$ cat config.mk
export PLATFORM = sky130hd
export DESIGN_NAME = frame_gen_flat
export DESIGN_NICKNAME = d
export VERILOG_FILES = /design/src/rtl/frame_gen_if.sv /design/src/rtl/frame_gen.sv /design/src/flat_wrapper.sv
export SDC_FILE = /design/constraint.sdc
export NUM_CORES = 1
export LEC_CHECK = 0
export BUFFER_PORTS_ARGS = -buffer_cell sky130_fd_sc_hd__buf_4
export CORE_ASPECT_RATIO = 0.8
export CORE_MARGIN = 2
export CORE_UTILIZATION = 60
export CTS_CLUSTER_SIZE = 30
export DETAILED_ROUTE_END_ITERATION = 16
export PLACE_DENSITY_LB_ADDON = 0.2
export SYNTH_ARGS = -nofsm -noshare
export SYNTH_HDL_FRONTEND = slang
export SYNTH_SLANG_ARGS = --single-unit
$ cat constraint.sdc
create_clock -name clk -period 7.3 [get_ports clk]
set_clock_uncertainty 0.2 [all_clocks]
set_input_delay 0 -clock clk [delete_from_list [all_inputs] [get_ports clk]]
set_output_delay 0 -clock clk [all_outputs]
set_load 0.01 [all_outputs]
$ cat src/rtl/frame_gen_if.sv
// Framed word stream from the test-frame generator toward the serializer/TX path.
// Master drives data/valid/markers; slave returns ready.
interface frame_gen_if #(
  parameter int unsigned DATA_W = 10
) ();
  logic [DATA_W-1:0] out_data;
  logic              out_valid;
  logic              out_ready;
  logic              out_sof;
  logic              out_eof;

  modport master (
    output out_data,
    output out_valid,
    output out_sof,
    output out_eof,
    input  out_ready
  );

  modport slave (
    input  out_data,
    input  out_valid,
    input  out_sof,
    input  out_eof,
    output out_ready
  );
endinterface

$ cat src/rtl/frame_gen.sv
// Test-frame generator: head word, configurable payload (PRBS, inverted PRBS, counter or fill),
// tail word and optional inter-frame gap, with valid/ready backpressure and registered outputs.
module frame_gen #(
  parameter int unsigned       DATA_W       = 10,
  parameter int unsigned       LEN_W        = 16,
  parameter int unsigned       GAP_W        = 8,
  parameter int unsigned       POLY_LENGTH  = 9,
  parameter int unsigned       POLY_TAP     = 5,
  parameter logic [DATA_W-1:0] HEAD_PATTERN = DATA_W'('h333),
  parameter logic [DATA_W-1:0] TAIL_PATTERN = DATA_W'('h333),
  parameter logic [DATA_W-1:0] IDLE_PATTERN = '0
) (
  input  logic              clk,
  input  logic              rst_n,
  input  logic              enable,
  input  logic [LEN_W-1:0]  cfg_len,
  input  logic [GAP_W-1:0]  cfg_gap,
  input  logic [1:0]        cfg_mode,
  input  logic [DATA_W-1:0] cfg_fill,
  input  logic              cfg_reseed,
  frame_gen_if.master       out_if,
  output logic              busy,
  output logic [15:0]       frame_cnt
);

  typedef enum logic [2:0] {StIdle, StHead, StPayload, StTail, StGap} state_e;

  state_e               state_q, state_d;
  logic [LEN_W-1:0]     k_q, k_d;
  logic [LEN_W-1:0]     len_q, len_d;
  logic [GAP_W-1:0]     gap_q, gap_d;
  logic [GAP_W-1:0]     gap_cnt_q, gap_cnt_d;
  logic [1:0]           mode_q, mode_d;
  logic [DATA_W-1:0]    fill_q, fill_d;
  logic [POLY_LENGTH-1:0] lfsr_q, lfsr_d, lfsr_nxt;
  logic [15:0]          frame_cnt_q, frame_cnt_d;
  logic                 valid_q, valid_d;
  logic [DATA_W-1:0]    data_q, data_d;
  logic                 sof_q, sof_d;
  logic                 eof_q, eof_d;
  logic                 busy_q, busy_d;
  logic                 xfer, start, go_idle;

  // Word built from the next DATA_W feedback bits, first bit in the MSB; the LFSR itself is not
  // stepped here so the presented word can be held through stalls.
  function automatic logic [DATA_W-1:0] prbs_word(input logic [POLY_LENGTH-1:0] s);
    logic [POLY_LENGTH-1:0] t;
    logic [DATA_W-1:0]      w;
    logic                   b;
    t = s;
    w = '0;
    for (int i = 0; i < int'(DATA_W); i++) begin
      b = t[POLY_LENGTH-1] ^ t[POLY_TAP-1];
      w[DATA_W-1-i] = b;
      t = {t[POLY_LENGTH-2:0], b};
    end
    return w;
  endfunction

  function automatic logic [POLY_LENGTH-1:0] lfsr_adv(input logic [POLY_LENGTH-1:0] s);
    logic [POLY_LENGTH-1:0] t;
    t = s;
    for (int i = 0; i < int'(DATA_W); i++) begin
      t = {t[POLY_LENGTH-2:0], t[POLY_LENGTH-1] ^ t[POLY_TAP-1]};
    end
    return t;
  endfunction

  function automatic logic [DATA_W-1:0] payload_word(input logic [POLY_LENGTH-1:0] s,
                                                     input logic [1:0]             mode,
                                                     input logic [LEN_W-1:0]       k,
                                                     input logic [DATA_W-1:0]      fill);
    logic [DATA_W-1:0] w;
    case (mode)
      2'd0:    w = prbs_word(s);
      2'd1:    w = ~prbs_word(s);
      2'd2:    w = DATA_W'(k);
      default: w = fill;
    endcase
    return w;
  endfunction

  assign xfer = valid_q & out_if.out_ready;

  always_comb begin
    lfsr_nxt    = lfsr_adv(lfsr_q);
    state_d     = state_q;
    k_d         = k_q;
    len_d       = len_q;
    gap_d       = gap_q;
    gap_cnt_d   = gap_cnt_q;
    mode_d      = mode_q;
    fill_d      = fill_q;
    lfsr_d      = lfsr_q;
    frame_cnt_d = frame_cnt_q;
    valid_d     = valid_q;
    data_d      = data_q;
    sof_d       = sof_q;
    eof_d       = eof_q;
    start       = 1'b0;
    go_idle     = 1'b0;

    case (state_q)
      StIdle: begin
        if (enable) start = 1'b1;
      end
      StHead: begin
        if (xfer) begin
          sof_d = 1'b0;
          if (len_q == '0) begin
            state_d = StTail;
            data_d  = TAIL_PATTERN;
            eof_d   = 1'b1;
          end else begin
            state_d = StPayload;
            k_d     = '0;
            data_d  = payload_word(lfsr_q, mode_q, '0, fill_q);
          end
        end
      end
      StPayload: begin
        if (xfer) begin
          lfsr_d = lfsr_nxt;
          if (k_q == len_q - LEN_W'(1)) begin
            state_d = StTail;
            data_d  = TAIL_PATTERN;
            eof_d   = 1'b1;
          end else begin
            k_d    = k_q + LEN_W'(1);
            data_d = payload_word(lfsr_nxt, mode_q, k_q + LEN_W'(1), fill_q);
          end
        end
      end
      StTail: begin
        if (xfer) begin
          frame_cnt_d = frame_cnt_q + 16'd1;
          if (gap_q != '0) begin
            state_d   = StGap;
            gap_cnt_d = '0;
            valid_d   = 1'b0;
            data_d    = IDLE_PATTERN;
            eof_d     = 1'b0;
          end else if (enable) begin
            start = 1'b1;
          end else begin
            go_idle = 1'b1;
          end
        end
      end
      StGap: begin
        if (gap_cnt_q == gap_q - GAP_W'(1)) begin
          if (enable) start = 1'b1;
          else        go_idle = 1'b1;
        end else begin
          gap_cnt_d = gap_cnt_q + GAP_W'(1);
        end
      end
      default: go_idle = 1'b1;
    endcase

    // Frame start relatches the configuration so mid-frame cfg changes never leak in.
    if (start) begin
      state_d = StHead;
      len_d   = cfg_len;
      gap_d   = cfg_gap;
      mode_d  = cfg_mode;
      fill_d  = cfg_fill;
      k_d     = '0;
      if (cfg_reseed) lfsr_d = '1;
      valid_d = 1'b1;
      data_d  = HEAD_PATTERN;
      sof_d   = 1'b1;
      eof_d   = 1'b0;
    end

    if (go_idle) begin
      state_d = StIdle;
      valid_d = 1'b0;
      data_d  = IDLE_PATTERN;
      sof_d   = 1'b0;
      eof_d   = 1'b0;
    end

    busy_d = (state_d != StIdle);
  end

  always_ff @(posedge clk or negedge rst_n) begin
    if (!rst_n) begin
      state_q     <= StIdle;
      k_q         <= '0;
      len_q       <= '0;
      gap_q       <= '0;
      gap_cnt_q   <= '0;
      mode_q      <= '0;
      fill_q      <= '0;
      lfsr_q      <= '1;
      frame_cnt_q <= '0;
      valid_q     <= 1'b0;
      data_q      <= IDLE_PATTERN;
      sof_q       <= 1'b0;
      eof_q       <= 1'b0;
      busy_q      <= 1'b0;
    end else begin
      state_q     <= state_d;
      k_q         <= k_d;
      len_q       <= len_d;
      gap_q       <= gap_d;
      gap_cnt_q   <= gap_cnt_d;
      mode_q      <= mode_d;
      fill_q      <= fill_d;
      lfsr_q      <= lfsr_d;
      frame_cnt_q <= frame_cnt_d;
      valid_q     <= valid_d;
      data_q      <= data_d;
      sof_q       <= sof_d;
      eof_q       <= eof_d;
      busy_q      <= busy_d;
    end
  end

  assign out_if.out_data  = data_q;
  assign out_if.out_valid = valid_q;
  assign out_if.out_sof   = sof_q;
  assign out_if.out_eof   = eof_q;
  assign busy             = busy_q;
  assign frame_cnt        = frame_cnt_q;

endmodule

$ cat src/flat_wrapper.sv
// flat-port wrapper written by rule: the top's interface ports become plain ports
module frame_gen_flat 
#(
  parameter int unsigned       DATA_W       = 10,
  parameter int unsigned       LEN_W        = 16,
  parameter int unsigned       GAP_W        = 8,
  parameter int unsigned       POLY_LENGTH  = 9,
  parameter int unsigned       POLY_TAP     = 5,
  parameter logic [DATA_W-1:0] HEAD_PATTERN = DATA_W'('h333),
  parameter logic [DATA_W-1:0] TAIL_PATTERN = DATA_W'('h333),
  parameter logic [DATA_W-1:0] IDLE_PATTERN = '0
)
  (clk, rst_n, enable, cfg_len, cfg_gap, cfg_mode, cfg_fill, cfg_reseed, busy, frame_cnt, out_if_out_data, out_if_out_valid, out_if_out_sof, out_if_out_eof, out_if_out_ready);
  frame_gen_if #(.DATA_W(DATA_W)) out_if_i ();
  input  logic clk;
  input  logic rst_n;
  input  logic enable;
  input  logic [LEN_W-1:0] cfg_len;
  input  logic [GAP_W-1:0] cfg_gap;
  input  logic [1:0] cfg_mode;
  input  logic [DATA_W-1:0] cfg_fill;
  input  logic cfg_reseed;
  output logic busy;
  output logic [15:0] frame_cnt;
  output wire logic [$bits(out_if_i.out_data)-1:0] out_if_out_data;
  output wire logic [$bits(out_if_i.out_valid)-1:0] out_if_out_valid;
  output wire logic [$bits(out_if_i.out_sof)-1:0] out_if_out_sof;
  output wire logic [$bits(out_if_i.out_eof)-1:0] out_if_out_eof;
  input wire logic [$bits(out_if_i.out_ready)-1:0] out_if_out_ready;
  assign out_if_out_data = out_if_i.out_data;
  assign out_if_out_valid = out_if_i.out_valid;
  assign out_if_out_sof = out_if_i.out_sof;
  assign out_if_out_eof = out_if_i.out_eof;
  assign out_if_i.out_ready = out_if_out_ready;
  frame_gen #(.DATA_W(DATA_W), .LEN_W(LEN_W), .GAP_W(GAP_W), .POLY_LENGTH(POLY_LENGTH), .POLY_TAP(POLY_TAP), .HEAD_PATTERN(HEAD_PATTERN), .TAIL_PATTERN(TAIL_PATTERN), .IDLE_PATTERN(IDLE_PATTERN)) u_core (.clk(clk), .rst_n(rst_n), .enable(enable), .cfg_len(cfg_len), .cfg_gap(cfg_gap), .cfg_mode(cfg_mode), .cfg_fill(cfg_fill), .cfg_reseed(cfg_reseed), .out_if(out_if_i), .busy(busy), .frame_cnt(frame_cnt));
endmodule
==> flow_summary.toml <==
[logic_synthesis]
ys_seq_area_share_pct = 42.80
synth_nets = 691
syn_inst = 645
synth.most_common_cell = "dfrtp_1"
synth_top_area_cell = "dfrtp_1"
ys_warn_count = 0
synth_common_cells = "dfrtp_1, nand2_1, nor2_1, xnor2_1, o21ai_0"
synth_flop_cell = "dfrtp_1"
synth_seq_cells = 102
syn_avg_cell_area_sq_um = 9.286
yosysTopAreaCellShare_pct = 38.86
synthTopCellsByArea = "dfrtp_1, xnor2_1, mux2_2"
yosysUniqueCellTypes = 59
synthArstFlopShare_pct = 100.0
synth-edff-count = 0
mappedNetlistArea_sq_mm = 0.005989

[power]
switching_share_pct = 42.16
total_power_w = 0.002922
p_int_w = 0.001690
seqPwrFrac_pct = 35.1
comb_power_share_pct = 48.0
power_density_mw_per_mm2 = 400.3
power.static_leakage_nw = 3.087
clkPwrFrac_pct = 16.8
vdd_ir_drop_max_uv = 259.8
p_switching_w = 0.001232

[critical_path]
cp-startpoint = "u_core.state_q[0]$_DFF_PN0_"
crit_slowest_cell = "nor4_1"
reg2reg_to = "u_core.k_q[0]$_DFFE_PN0P_"
crit_path_max_fanout = 38
reg2reg_depth = 8
ff2ff_setup_slack_ns = 3.11
cp-start-kind = "flop"
crit_chain = "or3b_2 -> nor3_1 -> o211ai_1 -> nor4_1 -> o31a_2 -> buf_4 -> or2_0 -> mux2i_1"
cpPeakStageDelay_ns = 0.79
worstPathArrival_ns = 4.20
crit_type = "flop to flop"
cp-end-kind = "flop"
crit_required_ns = 7.31
r2r_start = "u_core.state_q[0]$_DFF_PN0_"

[timing]
fmax_ghz = 0.2386
finalCriticalPeriod_ns = 4.191
min_period_over_period_pct = 57.41
setup_viol = 0
drv_slew = 0
finalHoldViolCount = 0
worst_pin_slew_ns = 1.053
hold_slack_ns = 0.07282
finalSetupTns_ns = 0
rsz0062_at_grt = "no"
max_slew_margin_pct = 29.28

[cells_and_area]
fin_nets = 784
drive_gt1_share_pct = 18.84
diodes = 0
fin_cells = 879
syn2layout_area_growth_pct = 21.85

[grt]
grt_first_pass_wirelength_um = 24430
grt_max_degree = 63
grt_usage_pct = 28.71
overflow = 0
grt_pass1_vias = 5059
antenna_found_initial = 0

[clock_network]
cts_hold_buf = 41
cts.sinks = 102
cts_inserted_buffers = 9
cts_max_level = 3
cts-root-buf = "clkbuf_16"
clkLatencyLatePin_ns = 0.35
cts-resized-gates = 0
clk_pin_slew_ns = 0.07
cts_tree = "yes"
cts_setup_buffers = 0
clockBufferDepth = 2

[min_path]
holdCritPathClass = "input port to async pin"

[route]
totalWireLength_um = 14670
viasPerCell = 5.950
dr.pass1.iters = 5
ant_nets = 0
vias = 5230
remaining_drc_errors = 0
wl_per_cell_um = 16.69
drt_iter0_drc = 491

[floorplanning]
die_area_sq_mm = 0.01080
ios = 71
core_area_sq_mm = 0.009689
start_util_pct = 61.82
die_h_um = 93.37
fp-row-count = 32
die_width_um = 115.7

[place]
dp_hpwl_um = 10040
dp.cells = 822
place.gp.congestion = 0.9325
numPortBuffers = 70

[status]
status = "complete, no violations"

[flow_run]
max_cap_violations = 0
-- cells in the final DEF, fill, tap and decap left out, types with 8 or more instances in the layout --
master and n:
clkbuf_16 9, mux2_2 31, xor2_1 34, and3_1 12, dlygate4sd3_1 40, o21ai_0 44, a31oi_1 10, inv_1 19
nor3_1 17, nand3_1 22, nand2_1 57, o211ai_1 14, nor2_1 48, buf_4 74, xnor2_1 47, a21oi_1 29
nand4_1 11, nand2b_1 8, dfrtp_1 93, dfstp_2 9, nor4_1 15
-- registers in the layout (all words and copies together) (netlist names) --
name / flops
u_core.busy: 1
u_core.fill_q: 10
u_core.frame_cnt: 16
u_core.gap_cnt_q: 8
u_core.gap_q: 8
u_core.k_q: 16
u_core.len_q: 16
u_core.lfsr_q: 9
u_core.mode_q: 2
u_core.out_if.out_data: 10
u_core.out_if.out_eof: 1
u_core.out_if.out_sof: 1
u_core.out_if.out_valid: 1
u_core.state_q: 3
-- stage by stage --
step / instance area (sq um) / util (%) / setup slack [ns]
floorplan: 5989 / - / 3.537
global placement: 6579 / 67.90 / 3.333
detailed placement: 6579 / 67.90 / 3.161
CTS: 7298 / 75.32 / 3.135
global route: 7298 / 75.32 / 2.729
finish: 7298 / 75.32 / 3.109
-- cell families (layout without fill, tap and decap cells) --
kind of cell	Yosys count	count (layout)	synth area share, %
xor+xnor	81	81	11.84
compound gates	138	138	14.58
mux	35	35	6.497
buf+inv	52	150	3.488
fa+ha+maj	5	5	1.044
flops	102	102	42.80
simple gates	232	232	19.74
-- per-layer routing --
metal	global-route usage, %	part of all wire [%]	vias to the layer above
met5	0	0	-
met1	39.22	44	2499
met3	5.314	6.1	32
met4	9.325	1.9	0
li1	-	-	2498
met2	46.44	48	201
-- worst max path at each step --
stage	end	slack (ns)	cells after the start
final	u_core.k_q[0]$_DFFE_PN0P_	3.11	8
after global routing	u_core.k_q[8]$_DFFE_PN0P_	2.73	8
after CTS	u_core.k_q[0]$_DFFE_PN0P_	3.13	8
after detailed placement	u_core.k_q[0]$_DFFE_PN0P_	3.16	8
after global placement	u_core.k_q[0]$_DFFE_PN0P_	3.33	8
after floorplan	u_core.k_q[9]$_DFFE_PN0P_	3.54	13
-- power groups by stage --
stage	clock network, W	logic, W	registers, W
finish	0.000492	0.00140	0.00103
global route	0.000518	0.00155	0.00106
CTS	0.000495	0.00139	0.00102
detailed placement	0	0.00135	0.00103
global placement	0	0.00131	0.00101
floorplan	0	0.00109	0.000931
-- critical path: cells and delay by family (launching register included) --
family / cells / cell delay, ns
buf+inv: 1 / 0.47
mux: 1 / 0.15
flops: 1 / 0.52
compound gates: 2 / 0.69
simple gates: 4 / 2.02
-- cell type report --
type	count	area, sq um
Multi-Input combinational cell	491	3218
Sequential cell	102	2564
Fill cell	689	2391
Timing Repair Buffer	115	975.9
Clock buffer	10	229.0
Tap cell	136	170.2
Inverter	19	71.32
Clock inverter	6	70.07
No activity file was read; power rests on OpenSTA's default activity.
